<file path="config.mk">
export PLATFORM = sky130hd
export DESIGN_NAME = serial_transmitter
export DESIGN_NICKNAME = d
export VERILOG_FILES = /design/src/rtl/serial_transmitter.sv
export SDC_FILE = /design/constraint.sdc
export NUM_CORES = 1
export LEC_CHECK = 0
export CORE_MARGIN = 8
export CORE_UTILIZATION = 60
export DETAILED_ROUTE_END_ITERATION = 6
export PLACE_DENSITY = 0.93
export SYNTH_ARGS = -nofsm -noshare
export SYNTH_HDL_FRONTEND = slang
export SYNTH_SLANG_ARGS = --single-unit
</file>
<file path="constraint.sdc">
create_clock -name clk -period 5.43 [get_ports clk]
set_input_delay 1.086 -clock clk [delete_from_list [all_inputs] [get_ports clk]]
set_output_delay 1.086 -clock clk [all_outputs]
set_load 0.02 [all_outputs]
</file>
<file path="src/rtl/serial_transmitter.sv">
// rtl/serial_transmitter.sv - byte-to-serial frame transmitter (start, 8 data LSB-first, optional parity, stop)
module serial_transmitter #(
  parameter int BIT_CLKS = 16
) (
  input  logic       clk,
  input  logic       reset,
  input  logic       en,
  input  logic       load,
  input  logic [7:0] word_in,
  input  logic [1:0] F,
  output logic       data,
  output logic       ready,
  output logic       busy,
  output logic       done
);

  typedef enum logic [2:0] {IDLE, START, DATA, PARITY, STOP} state_t;

  localparam logic [7:0] TICK_LAST = 8'(BIT_CLKS - 1);

  state_t     state_q, state_d;
  logic [7:0] tick_q, tick_d;
  logic [2:0] idx_q, idx_d;
  logic [7:0] shift_q, shift_d;
  logic [7:0] byte_q, byte_d;
  logic [1:0] mode_q, mode_d;
  logic       data_q, data_d;
  logic       busy_q, busy_d;
  logic       done_q, done_d;
  logic       bit_end;
  logic       parity_en;
  logic       parity_bit;

  assign bit_end    = (tick_q == TICK_LAST);
  assign parity_en  = (mode_q == 2'b01) || (mode_q == 2'b10);
  // mode 01 is even parity (XOR), mode 10 odd (XNOR); taken from the untouched latched byte
  assign parity_bit = mode_q[0] ? ^byte_q : ~^byte_q;

  always_comb begin
    state_d = state_q;
    tick_d  = tick_q;
    idx_d   = idx_q;
    shift_d = shift_q;
    byte_d  = byte_q;
    mode_d  = mode_q;
    if (en) begin
      if (state_q == IDLE) begin
        if (load) begin
          shift_d = word_in;
          byte_d  = word_in;
          mode_d  = F;
          tick_d  = 8'd0;
          idx_d   = 3'd0;
          state_d = START;
        end
      end else begin
        tick_d = bit_end ? 8'd0 : tick_q + 8'd1;
        if (bit_end) begin
          case (state_q)
            START: begin
              state_d = DATA;
              idx_d   = 3'd0;
            end
            DATA: begin
              shift_d = {1'b0, shift_q[7:1]};
              idx_d   = idx_q + 3'd1;
              if (idx_q == 3'd7) state_d = parity_en ? PARITY : STOP;
            end
            PARITY:  state_d = STOP;
            STOP:    state_d = IDLE;
            default: state_d = IDLE;
          endcase
        end
      end
    end
  end

  // Registered outputs are decoded from the next state so they line up with the state register.
  always_comb begin
    data_d = 1'b1;
    case (state_d)
      START:   data_d = 1'b0;
      DATA:    data_d = shift_d[0];
      PARITY:  data_d = parity_bit;
      default: data_d = 1'b1;
    endcase
    busy_d = (state_d != IDLE);
    done_d = (state_d == STOP) && (tick_d == TICK_LAST);
  end

  always_ff @(posedge clk) begin
    if (!reset) begin
      state_q <= IDLE;
      tick_q  <= 8'd0;
      idx_q   <= 3'd0;
      shift_q <= 8'd0;
      byte_q  <= 8'd0;
      mode_q  <= 2'b00;
      data_q  <= 1'b1;
      busy_q  <= 1'b0;
      done_q  <= 1'b0;
    end else begin
      state_q <= state_d;
      tick_q  <= tick_d;
      idx_q   <= idx_d;
      shift_q <= shift_d;
      byte_q  <= byte_d;
      mode_q  <= mode_d;
      data_q  <= data_d;
      busy_q  <= busy_d;
      done_q  <= done_d;
    end
  end

  assign data  = data_q;
  assign busy  = busy_q;
  assign done  = done_q;
  assign ready = (state_q == IDLE);

endmodule

</file>
## Yosys cells after proc, flatten, opt, wreduce, memory -nomap -nowiden

Index checks and enable logic that the tools add are counted.

| storage, ports and cells | value |
|---|---|
| register bits after elaboration | 35 |
| input bits | 14 |
| output and inout bits | 4 |
| logic and storage cells | 59 |

| operators by class | value |
|---|---|
| add/subtract/negate cells | 2 |
| equality and inequality tests | 13 |
| mux-type cells | 22 |
| reductions and logical operators | 12 |

Operator list:

| cell | number |
|---|---|
| $mux 8 | 8 |
| $mux 3 | 9 |
| $eq 8x4->1 const B | 2 |
| $eq 3x2->1 const B | 4 |
| $pmux 3 s3 | 1 |
| $add 8x1->8 const B | 1 |
| $reduce_and 4->1 | 2 |
| $reduce_xnor 8->1 | 1 |
| $reduce_xor 8->1 | 1 |
| $eq 3x1->1 const B | 2 |
| $eq 3x3->1 const B | 2 |
| $pmux 3 s2 | 1 |
| $reduce_bool 3->1 | 2 |
| $reduce_bool 2->1 | 2 |
| $add 3x1->3 const B | 1 |
| $logic_not 3->1 | 1 |
| $pmux 1 s3 | 1 |
| $reduce_and 3->1 | 1 |
| $eq 2x1->1 const B | 1 |
| $eq 2x2->1 const B | 1 |
| $mux 1 | 2 |
| $ne 2x2->1 const B | 1 |
| $logic_and 1x1->1 | 1 |
| $logic_or 1x1->1 | 1 |

## Logic depth before layout (Yosys ltp)

| logic depth | value |
|---|---|
| depth in word-level cells | 10 |
| depth in mapped cells | 8 |
| mapped depth without buffers | 6 |

## Least setup slack after synthesis

Ideal clock, no wire load.

| path | value |
|---|---|
| kind | input to register |
| start point | input port en |
| end point | register data_q, in the netlist data |
| library setup time | 0.120 ns |
| arrival time | 2.244 ns |
| data required time | 5.310 ns |
| setup slack | 3.066 ns |
| stages on the path | 5 |
| buffers on the path | 1 |
| cells stage by stage | and3_2 > clkbuf_8 > a221o_2 > a311o_1 > a211o_1 |

| on the way | value |
|---|---|
| cells in the longest elaborated chain, start to end | 3 |
| elaborated cells on any way between the ends | 6 |
| those cells by class | eq/ne: 3; mux: 3 |

RTL lines:

| what | RTL line | RTL |
|---|---|---|
| start, declared | 7 | `input logic en,` |
| $mux 3 | 46 | `if (en) begin` |
| $eq 3x2->1 or $eq 3x1->1 (tied branches) | 81 | `case (state_d)` |
| $pmux 1 s3 (*) | 81 |  |
| end signal, assigned | 109 | `data_q <= data_d;` |
| end, declared | 27 | `logic data_q, data_d;` |

Every way passes the cells marked *; elsewhere a longest branch is shown, timed or not.
A chain may end at the register's enable or synchronous reset.

## Final worst setup path

| path | value |
|---|---|
| start point | register state_q[2] |
| end point | output port ready |

| on the way | value |
|---|---|
| cells in the longest elaborated chain, start to end | 1 |

RTL lines:

| what | RTL line | RTL |
|---|---|---|
| start, declared | 21 | `state_t state_q, state_d;` |
| start signal, assigned | 103 | `state_q <= state_d;` |
| $logic_not 3->1 | 118 | `assign ready = (state_q == IDLE);` |
| end, declared | 12 | `output logic ready,` |

No other way between the ends.

==> reports/summary.txt <==
OUTCOME
--------------------------------------------------------------------------------------------------
Outcome                                                                                  completed

FINAL LAYOUT
--------------------------------------------------------------------------------------------------
Layout Nets                                                                                    244
Number of fillers in the final layout                                                          238
Fraction of layout cells with a size suffix above 1                                          8.77%
Antenna cell count                                                                               0
Area growth, synth to finish                                                                 8.29%
Commonest non-fill, non-tap cells in the layout                                       sky130_fd_sc_hd__dfxtp_1, sky130_fd_sc_hd__nand2_1, sky130_fd_sc_hd__a21oi_1
Most frequent standard cell in the layout excluding fill and tap cells                sky130_fd_sc_hd__dfxtp_1

GLOBAL ROUTE
--------------------------------------------------------------------------------------------------
Initial antenna violation count                                                                  0
GRT Total Usage                                                                              16.8%
Total grt overflow                                                                               0
First-pass GRT wire length                                                                 6930 µm
Vias in the first global route                                                                1485
Largest net degree at the start of global routing                                               29

STA
--------------------------------------------------------------------------------------------------
Final Hold Fails                                                                                 0
Final worst path period share                                                                56.9%
RSZ-0062 raised after global routing                                                            no
Final period demand of the worst path                                                      3.09 ns
Worst slew slack as a fraction of its limit                                                  51.5%
Highest achievable clock rate                                                            0.324 GHz
Maximum clock skew at final layout                                                      0.00617 ns
Slew at the pin closest to its max-slew limit                                             0.719 ns
Total count of max-transition violations in the final report                                     0
Final-report setup violation count                                                               0
Setup total negative slack                                                                    0 ns

PWR
--------------------------------------------------------------------------------------------------
Power per standard cell area                                                            236 mW/mm²
Combinational share of power                                                                 14.7%
Max IR drop VDD                                                                           0.117 mV
Switching part of the total                                                                  26.5%
Power share of the clock group                                                               28.1%
Cell internal pwr                                                                         0.351 mW
Sequential Power Share                                                                       57.2%
Static Leakage                                                                            0.725 nW
Overall power                                                                             0.478 mW
Net Switching                                                                             0.127 mW

CLOCKING
--------------------------------------------------------------------------------------------------
Clock sink total                                                                                35
Hold-fix buffer count after cts                                                                  0
Post-CTS sizing                                                                                  0
Cts bufs inserted                                                                                5
H-tree Lvls                                                                                      2
Max Buffers Root-to-Sink                                                                         2
Post-CTS Setup Repair Bufs                                                                       0
Clock transition time at the flip-flop clock pins of the worst setup and hold paths        0.10 ns
TritonCTS clock tree                                                                           yes
Skew-Pair Late Insertion Delay                                                             0.34 ns
Library cell used as clock root buffer                                                sky130_fd_sc_hd__clkbuf_4

CRITICAL PATH
--------------------------------------------------------------------------------------------------
Longest individual stage delay on the worst path                                           0.61 ns
Maximum fanout along the worst path                                                             11
Worst path top cell family by delay                                                   buffers and inverters
Worst-path cell chain                                                                 or3_1 > inv_2 > clkdlybuf4s50_1
Buffers & Inverters on Critical Path                                                             2
Worst setup EP type                                                                   primary output
Slowest CP cell                                                                       sky130_fd_sc_hd__clkdlybuf4s50_1
Critical path start-end classification                                                     reg2out
Type of origin of the critical path                                                           flop
Worst EP arrival                                                                           2.00 ns
WP data required                                                                           4.34 ns

DRT
--------------------------------------------------------------------------------------------------
Detailed-route via count                                                                      1616
Drt drc                                                                                          0
Number of antenna-violating nets in the routed design                                            0
Number of detailed-routing iterations run before antenna repair                                  4
Detailed Route WL                                                                          3990 µm
Average wire per cell in the routed design                                                 15.3 µm
Detailed-route vias per instance                                                              6.19
Initial drt markers                                                                            225

FLOORPLAN
--------------------------------------------------------------------------------------------------
Number of placement rows                                                                        20
Die Footprint                                                                          0.00516 mm²
I/O pins                                                                                        18
Width of the die                                                                           71.9 µm
Initial Utilization                                                                          62.3%
Core Box Area                                                                          0.00300 mm²
Overall die height                                                                         71.9 µm

YOSYS
--------------------------------------------------------------------------------------------------
Synthesized net count                                                                          233
Cells after Synth                                                                              216
Synth Register Bits                                                                             35
Synth warn                                                                                       0
Average cell area after synthesis                                                         8.67 µm²
Top flip-flop cell by instance count after synthesis                                  sky130_fd_sc_hd__dfxtp_1
Distinct cells, synth                                                                           57
Sequential element share of the synthesized area                                             37.4%
Combined area of all synthesized cells                                                 0.00187 mm²
Count of flip-flops with a built-in enable after synthesis                                       0
Post-synthesis async set-or-reset flop share                                                    0%

JOB
--------------------------------------------------------------------------------------------------
Max_cap viols                                                                                    0

WORST HOLD PATH
--------------------------------------------------------------------------------------------------
Tightest Hold Check Type                                                                   reg2reg

PLACE
--------------------------------------------------------------------------------------------------
Number of buffer cells added on primary ports                                                   17
Dpl hpwl                                                                                   2850 µm
GPL Wtd Cong                                                                                 0.906

## layout make-up
cell class	instances	area [µm²]	share of cell area [%]
Multi-Input combinational cell	166	1060	52.2
Sequential cell	35	701	34.6
Timing Repair Buffer	17	170	8.40
Clock buffer	7	45.0	2.22
Tap cell	33	41.3	2.04
Inverter	2	7.51	0.370
Clock inverter	1	5.00	0.247
## stage by stage
| stage | instances | util, % | hold slack [ns] | setup WS [ns] | cell area, µm² |
|---|---|---|---|---|---|
| 5_1_grt | 261 | 67.5 | 0.495 | 2.27 | 2030 |
| 6_report | 261 | 67.5 | 0.472 | 2.34 | 2030 |
| 3_3_place_gp | 253 | 65.8 | 0.454 | 2.34 | 1980 |
| 4_1_cts | 261 | 67.5 | 0.473 | 2.35 | 2030 |
| 2_1_floorplan | 216 | - | 0.448 | 3.07 | 1870 |
| 3_5_place_dp | 253 | 65.8 | 0.459 | 2.21 | 1980 |
## routing by layer
layer | up-vias | share of wire [%] | global-route usage (%)
li1 | 813 | - | -
met2 | 68 | 45 | 23.8
met4 | 0 | 1.4 | 6.80
met3 | 7 | 8.0 | 5.44
met5 | - | 0 | 0
met1 | 728 | 45 | 22.5
## power groups by stage
| stage | clock network (mW) | registers (mW) | logic [mW] |
|---|---|---|---|
| 2_1_floorplan | 0 | 0.278 | 0.0504 |
| 3_3_place_gp | 0 | 0.279 | 0.0684 |
| 3_5_place_dp | 0 | 0.279 | 0.0692 |
| 4_1_cts | 0.137 | 0.273 | 0.0697 |
| 5_1_grt | 0.149 | 0.275 | 0.0769 |
| 6_report | 0.134 | 0.273 | 0.0700 |
## synthesized netlist by cell type, drive strengths merged, types with 2 or more instances
cell type   n  share of area [%]
dfxtp      35                 37
nand2      26                5.2
a21oi      21                5.6
nor2       20                4.0
clkbuf      9                4.1
nand3       8                2.1
a211oi      7                2.8
a22oi       7                2.8
o21ai       7                1.9
xnor2       7                3.3
and2        4                1.3
nand2b      4                1.3
nor3        4                1.7
o21a        4                1.6
and3        3                1.1
buf         3                1.1
ha          3                2.0
nand4       3                1.0
a211o       2                1.0
a21o        2               0.87
a31oi       2               0.67
and4        2                1.1
inv         2               0.40
mux2i       2                1.1
nand3b      2               0.80
nor3b       2               0.80
nor4        2                1.0
nor4b       2               0.94
o31ai       2               0.80
or3         2               0.67
xor2        2               0.94
## worst reg2reg max path: cells and delay by family (launching register included)
kind,cells,cell delay (ns)
AOI/OAI and AO/OA,2,0.63
adders and majority gates,1,0.30
DFF,1,0.44
and+or+nand+nor,3,0.89
## kinds of logic (layout without fill, tap and decap cells)
kind of cell    Yosys count  count (layout)  share of synthesized area, %
simple gates             89              89                          25.8
buf+inv                  15              27                          6.08
fa+ha+maj                 3               3                          2.01
xor+xnor                 10              10                          5.41
mux                       2               2                          1.07
flops                    35              35                          37.4
compound gates           62              62                          22.2
## registers in the layout, indices dropped and copies added, names as in the netlist
| register | count |
|---|---|
| busy | 1 |
| byte_q | 8 |
| mode_q | 2 |
| data | 1 |
| done | 1 |
| tick_q | 8 |
| state_q | 3 |
| shift_q | 8 |
| idx_q | 3 |
## final timing paths
path	start	to	slack, ns	depth (start not counted)
min reg2reg	byte_q[5]$_SDFFE_PN0P_	byte_q[5]$_SDFFE_PN0P_	0.47	2
min	byte_q[5]$_SDFFE_PN0P_	byte_q[5]$_SDFFE_PN0P_	0.47	2
max	state_q[2]$_SDFF_PN0_	ready	2.34	3
max reg2reg	tick_q[0]$_SDFF_PN0_	data$_SDFF_PN1_	3.06	6
Power figures use the tool's default switching activity.
